`src/rtl/pet_pkg.sv`:
```
// Shared definitions for the pet action path: action codes, action count and arbiter FSM states.
// The stats core decodes the same ACT_* codes.
package pet_pkg;

  localparam int unsigned NUM_ACT = 4;

  localparam logic [1:0] ACT_FEED  = 2'd0;
  localparam logic [1:0] ACT_SLEEP = 2'd1;
  localparam logic [1:0] ACT_PLAY  = 2'd2;
  localparam logic [1:0] ACT_HEAL  = 2'd3;

  typedef enum logic [1:0] {
    IDLE     = 2'd0,
    ISSUE    = 2'd1,
    WAIT_ACK = 2'd2
  } arb_state_e;

endpackage

```
`src/rtl/rr_pick4.sv`:
```
// Combinational 4-way round-robin picker: first eligible index at or after the pointer,
// wrapping 3 -> 0.
module rr_pick4
  import pet_pkg::*;
(
  input  logic [NUM_ACT-1:0] eligible,
  input  logic [1:0]         pointer,
  output logic               grant_valid,
  output logic [1:0]         grant_code
);

  always_comb begin
    grant_valid = 1'b0;
    grant_code  = pointer;
    for (int i = 0; i < NUM_ACT; i++) begin
      if (!grant_valid && eligible[pointer + 2'(i)]) begin
        grant_valid = 1'b1;
        grant_code  = pointer + 2'(i);
      end
    end
  end

endmodule

```
`src/rtl/pet_action_arbiter.sv`:
```
// Latches pet action requests, arbitrates them round-robin and issues one at a time over
// valid/ready, with a per-action cooldown in seconds. PET_HEAL_PRIORITY_EN: HEAL always wins.
module pet_action_arbiter
  import pet_pkg::*;
#(
  parameter int unsigned CLK_FREQ   = 50,
  parameter int unsigned COOLDOWN_S = 3
) (
  input  logic               clk,
  input  logic               rst,
  input  logic               req_feed,
  input  logic               req_sleep,
  input  logic               req_play,
  input  logic               req_heal,
  input  logic               dead,
  input  logic               test_mode,
  output logic               act_valid,
  output logic [1:0]         act_code,
  input  logic               act_ready,
  output logic [NUM_ACT-1:0] cooldown,
  output logic [NUM_ACT-1:0] pending,
  output logic               sec_tick
);

  localparam int unsigned     TickW   = (CLK_FREQ > 1) ? $clog2(CLK_FREQ) : 1;
  localparam logic [TickW-1:0] TickMax = TickW'(CLK_FREQ - 1);
  localparam logic [3:0]      CdLoad  = 4'(COOLDOWN_S);

  logic [TickW-1:0]   tick_cnt_q;
  logic               sec_tick_q;
  logic [NUM_ACT-1:0] req_q;
  logic [NUM_ACT-1:0] pending_q, pending_d;
  logic [3:0]         cd_cnt_q [NUM_ACT];
  logic [3:0]         cd_cnt_d [NUM_ACT];
  arb_state_e         state_q;
  logic               act_valid_q;
  logic [1:0]         act_code_q;
  logic [1:0]         ptr_q;

  logic [NUM_ACT-1:0] req_now;
  logic [NUM_ACT-1:0] req_rise;
  logic [NUM_ACT-1:0] cd_flag;
  logic [NUM_ACT-1:0] eligible;
  logic               accept;
  logic [NUM_ACT-1:0] accept_mask;
  logic               rr_valid;
  logic [1:0]         rr_code;
  logic               pick_valid;
  logic [1:0]         pick_code;

  // Free-running one-second tick, independent of dead/test_mode.
  always_ff @(posedge clk or negedge rst) begin
    if (!rst) begin
      tick_cnt_q <= '0;
      sec_tick_q <= 1'b0;
    end else if (tick_cnt_q == TickMax) begin
      tick_cnt_q <= '0;
      sec_tick_q <= 1'b1;
    end else begin
      tick_cnt_q <= tick_cnt_q + 1'b1;
      sec_tick_q <= 1'b0;
    end
  end

  assign req_now  = {req_heal, req_play, req_sleep, req_feed};
  assign req_rise = req_now & ~req_q;

  always_comb begin
    for (int i = 0; i < NUM_ACT; i++) begin
      cd_flag[i] = (cd_cnt_q[i] != 4'd0);
    end
  end

  assign eligible    = pending_q & ~cd_flag;
  assign accept      = (state_q == WAIT_ACK) && act_valid_q && act_ready && !dead;
  assign accept_mask = accept ? (4'b0001 << act_code_q) : 4'b0000;

  // Edges are dropped while the action is already pending or cooling down.
  always_comb begin
    if (dead) begin
      pending_d = '0;
    end else begin
      pending_d = (pending_q & ~accept_mask) | (req_rise & ~pending_q & ~cd_flag);
    end
  end

  // A load wins over a same-cycle decrement.
  always_comb begin
    for (int i = 0; i < NUM_ACT; i++) begin
      if (accept_mask[i]) begin
        cd_cnt_d[i] = CdLoad;
      end else if (sec_tick_q && cd_flag[i]) begin
        cd_cnt_d[i] = cd_cnt_q[i] - 4'd1;
      end else begin
        cd_cnt_d[i] = cd_cnt_q[i];
      end
    end
  end

  always_ff @(posedge clk or negedge rst) begin
    if (!rst) begin
      req_q     <= '0;
      pending_q <= '0;
      for (int i = 0; i < NUM_ACT; i++) begin
        cd_cnt_q[i] <= 4'd0;
      end
    end else begin
      req_q     <= req_now;
      pending_q <= pending_d;
      for (int i = 0; i < NUM_ACT; i++) begin
        cd_cnt_q[i] <= cd_cnt_d[i];
      end
    end
  end

  rr_pick4 u_pick (
    .eligible    (eligible),
    .pointer     (ptr_q),
    .grant_valid (rr_valid),
    .grant_code  (rr_code)
  );

`ifdef PET_HEAL_PRIORITY_EN
  always_comb begin
    if (eligible[ACT_HEAL]) begin
      pick_valid = 1'b1;
      pick_code  = ACT_HEAL;
    end else begin
      pick_valid = rr_valid;
      pick_code  = rr_code;
    end
  end
`else
  assign pick_valid = rr_valid;
  assign pick_code  = rr_code;
`endif

  always_ff @(posedge clk or negedge rst) begin
    if (!rst) begin
      state_q     <= IDLE;
      act_valid_q <= 1'b0;
      act_code_q  <= ACT_FEED;
      ptr_q       <= 2'd0;
    end else begin
      unique case (state_q)
        IDLE: begin
          act_valid_q <= 1'b0;
          if (pick_valid && !dead && !test_mode) begin
            act_code_q <= pick_code;
            state_q    <= ISSUE;
          end
        end
        ISSUE: begin
          if (dead) begin
            state_q <= IDLE;
          end else begin
            act_valid_q <= 1'b1;
            state_q     <= WAIT_ACK;
          end
        end
        WAIT_ACK: begin
          if (dead) begin
            act_valid_q <= 1'b0;
            state_q     <= IDLE;
          end else if (act_ready) begin
            act_valid_q <= 1'b0;
            state_q     <= IDLE;
`ifdef PET_HEAL_PRIORITY_EN
            // An overriding HEAL grant leaves the rotation of the other three untouched.
            if (act_code_q != ACT_HEAL) begin
              ptr_q <= act_code_q + 2'd1;
            end
`else
            ptr_q <= act_code_q + 2'd1;
`endif
          end
        end
        default: begin
          act_valid_q <= 1'b0;
          state_q     <= IDLE;
        end
      endcase
    end
  end

  assign act_valid = act_valid_q;
  assign act_code  = act_code_q;
  assign cooldown  = cd_flag;
  assign pending   = pending_q;
  assign sec_tick  = sec_tick_q;

endmodule

```
`config.mk`:
```
export PLATFORM = sky130hd
export DESIGN_NAME = pet_action_arbiter
export DESIGN_NICKNAME = d
export VERILOG_FILES = /design/src/rtl/pet_pkg.sv /design/src/rtl/rr_pick4.sv /design/src/rtl/pet_action_arbiter.sv
export SDC_FILE = /design/constraint.sdc
export NUM_CORES = 1
export LEC_CHECK = 0
export CAP_MARGIN = 20
export CORE_ASPECT_RATIO = 1.25
export CORE_MARGIN = 3
export CORE_UTILIZATION = 58
export CTS_BUF_LIST = sky130_fd_sc_hd__clkbuf_4 sky130_fd_sc_hd__clkbuf_8
export CTS_CLUSTER_DIAMETER = 100
export DETAILED_ROUTE_END_ITERATION = 8
export PLACE_DENSITY = 0.81
export SLEW_MARGIN = 10
export SYNTH_ARGS = -nofsm -noshare
export SYNTH_HDL_FRONTEND = slang
export SYNTH_HIERARCHICAL = 1
export SYNTH_SLANG_ARGS = --single-unit
```
`constraint.sdc`:
```
create_clock -name clk -period 2.4 [get_ports clk]
set_input_delay 0.36 -clock clk [delete_from_list [all_inputs] [get_ports clk]]
set_output_delay 0.36 -clock clk [all_outputs]
set_load 0.01 [all_outputs]
```
==> out/results.tsv <==
metric	value	unit
synth_edf_count	0	
vdd_drop_max	0.495	mV
gr-total-overflow	0	
cts_tree	done	
place_congestion	0.876	
crit_path_start_kind	flop	
period_needed	2.27	ns
finalClockSkew	0.00443	ns
fillers	245	
hold_viol	0	
synth_mux_area_share	2.81	%
synthArstFlopShare	100	%
syn_nets	215	
die_area	4200	µm²
worst_pin_slew	0.835	ns
synthToLayoutAreaGrowth	17.7	%
clkLatencyLatePin	0.29	ns
dieWidth	58.6	µm
hold_buffers	0	
final-setup-viol-count	0	
post_drt_wl_per_cell	16.7	µm
synth_top_cell_area_share	47.4	%
num_rows	23	
synthAdderAreaFrac	6.24	%
root_buffer	clkbuf_8	
postRouteAntennaNets	0	
powerDensity	488	nW/µm²
ys.flop_type	dfrtp_1	
cts.sinks	38	
hold_class	primary input to asynchronous set/reset pin	
first_iter_violations	69	
max_slew_margin	44.3	%
grt_pass1_wl	7460	µm
grt_max_degree	39	
fin_util	72.6	%
antenna_found_initial	0	
cts_resized	0	
clkTransAtPathRegs	0.08	ns
syn_area	2000	µm²
clock.fmax	441	MHz
syn_area_per_cell	10.2	µm²
slew_violations	0	
wl	4310	µm
worstPathArrival	1.91	ns
yosys_warnings	6	
synthTopCellsByCount	38 x dfrtp_1, 17 x inv_1, 14 x a21oi_1, 12 x nand2_1	
worstSetupPathType	flop to output port	
synth-simple-area-share	25.9	%
cp-end-kind	output port	
synth_top_family_by_area	simple AND/OR/NAND/NOR gates	
crit_required	2.04	ns
drt_first_pass_iters	4	
ys_types	35	
leakagePower	1.06	nW
synth_top_cell_by_area	dfrtp_1	
coreArea	3250	µm²
post_cts_buffers	0	
grt_pass1_vias	1664	
cts_made_buffers	5	
initial_core_util	61.6	%
synth_xor_xnor_area_share	1.31	%
htreeDepth	2	
vias	1600	
setup_slack	0.132	ns
yosysMostFrequentCell	dfrtp_1	
io_buffers	20	
drive_gt1_share	13.6	%
vias_per_cell	6.20	
io_pins	21	
rsz0062_at_grt	no	
synth_cells	196	
cp_max_fo	5	
nets	239	
status	finished clean	
synth_area_leaders	dfrtp_1 47%, ha_1 6.2%, a21oi_1 3.5%	
cap_violations	0	
ys_ff_latch	38	
final.setup.tns	0	ns
drc	0	
fin_crit_sh	94.5	%
pre_cts_ws	0.120	ns
die_y	71.7	µm
grt_use_total	23.2	%
cts.path.max_buffers	2	
total_power	0.00115	W
dpl.hpwl	3090	µm
synth_seq_area_share	47.4	%
synth_compound_area_share	11.5	%
diodes	0	
[placed cells by master (no fill, tap or decap)]
| master | n |
|---|---|
| a21o_1 | 1 |
| a21oi_1 | 14 |
| a21oi_2 | 4 |
| a221oi_2 | 1 |
| a22o_1 | 1 |
| a32o_1 | 4 |
| and2_1 | 4 |
| and3_1 | 8 |
| and4_1 | 4 |
| and4b_1 | 5 |
| buf_2 | 1 |
| buf_4 | 4 |
| clkbuf_8 | 6 |
| clkdlybuf4s50_1 | 19 |
| clkinv_2 | 1 |
| clkinvlp_4 | 1 |
| dfrtp_1 | 38 |
| ha_1 | 10 |
| inv_1 | 17 |
| mux2_2 | 5 |
| nand2_1 | 12 |
| nand2b_1 | 4 |
| nand3_1 | 2 |
| nand3b_1 | 2 |
| nand4_1 | 4 |
| nand4b_1 | 1 |
| nor2_1 | 11 |
| nor2b_1 | 3 |
| nor3b_2 | 5 |
| nor4_2 | 1 |
| nor4b_1 | 4 |
| o21ai_0 | 11 |
| or3_1 | 5 |
| or3b_2 | 1 |
| or4b_1 | 4 |
| xnor2_1 | 2 |
| xor2_1 | 1 |
[worst max-delay path: stages (launching register included)]
cell	delay, ns
dfrtp_1	0.38
inv_1	0.05
ha_1	0.22
nor3b_2	0.17
buf_4	0.14
inv_1	0.11
clkdlybuf4s50_1	0.55
[sequential cells by signal, summed over array words and instances, names as in the netlist]
signal      count
pending         4
sec_tick        1
ptr_q           2
req_q           4
cd_cnt_q       16
act_valid       1
tick_cnt_q      6
act_code        2
state_q         2
[report_power, final]
part / internal (W) / switching, W
sequential: 0.000645 / 0.00000352
combinational: 0.0000174 / 0.0000237
clock: 0.000231 / 0.000230
[path summary, 6_finish.rpt]
kind	startpoint	to	slack, ns	cells after the start
max	cd_cnt_q[4]	cooldown[2]	0.13	6
min	rst	cd_cnt_q[5]	0.16	1
max reg2reg	cd_cnt_q[0]	act_code[0]	0.26	9
min reg2reg	tick_cnt_q[0]	tick_cnt_q[0]	0.50	1
max in group asynchronous	rst	ptr_q[1]	1.70	1
min in group clk	tick_cnt_q[0]	tick_cnt_q[0]	0.50	1
[cell families (layout without fill, tap and decap cells)]
| family | after synthesis | count (layout) |
|---|---|---|
| adder cells (fa/ha/maj) | 10 | 10 |
| buffers and inverters | 24 | 49 |
| AO/OA/AOI/OAI | 36 | 36 |
| multiplexers | 5 | 5 |
| AND/OR/NAND/NOR | 80 | 80 |
| flip-flops | 38 | 38 |
| XOR/XNOR | 3 | 3 |
[stage by stage]
stage	hold slack [ns]	instances	area (µm²)
global placement	0.479	250	2240
floorplan	0.0644	196	2000
detailed placement	0.494	250	2240
global route	0.215	258	2360
CTS	0.209	258	2340
finish	0.164	258	2360
[routing by layer]
layer  wire length [µm]  share of wire [%]  vias up  track usage [%]
met2               2230                 52       47             38.3
met1               1780                 41      792             27.7
met3                172                4.0       15             5.23
li1                   -                  -      746                -
met4                122                2.8        0             12.8
met5                  0                  0        -                0
[area by class of cell]
type / instances / area [µm²] / area share (%)
multi-input cells: 134 / 978 / 41.5
flip-flops and latches: 38 / 951 / 40.3
repair buffers: 24 / 225 / 9.54
clock buffers: 6 / 82.6 / 3.50
inverters: 17 / 63.8 / 2.70
well taps: 37 / 46.3 / 1.96
clock inverters: 2 / 12.5 / 0.530
(Power assumes the default switching activity.)
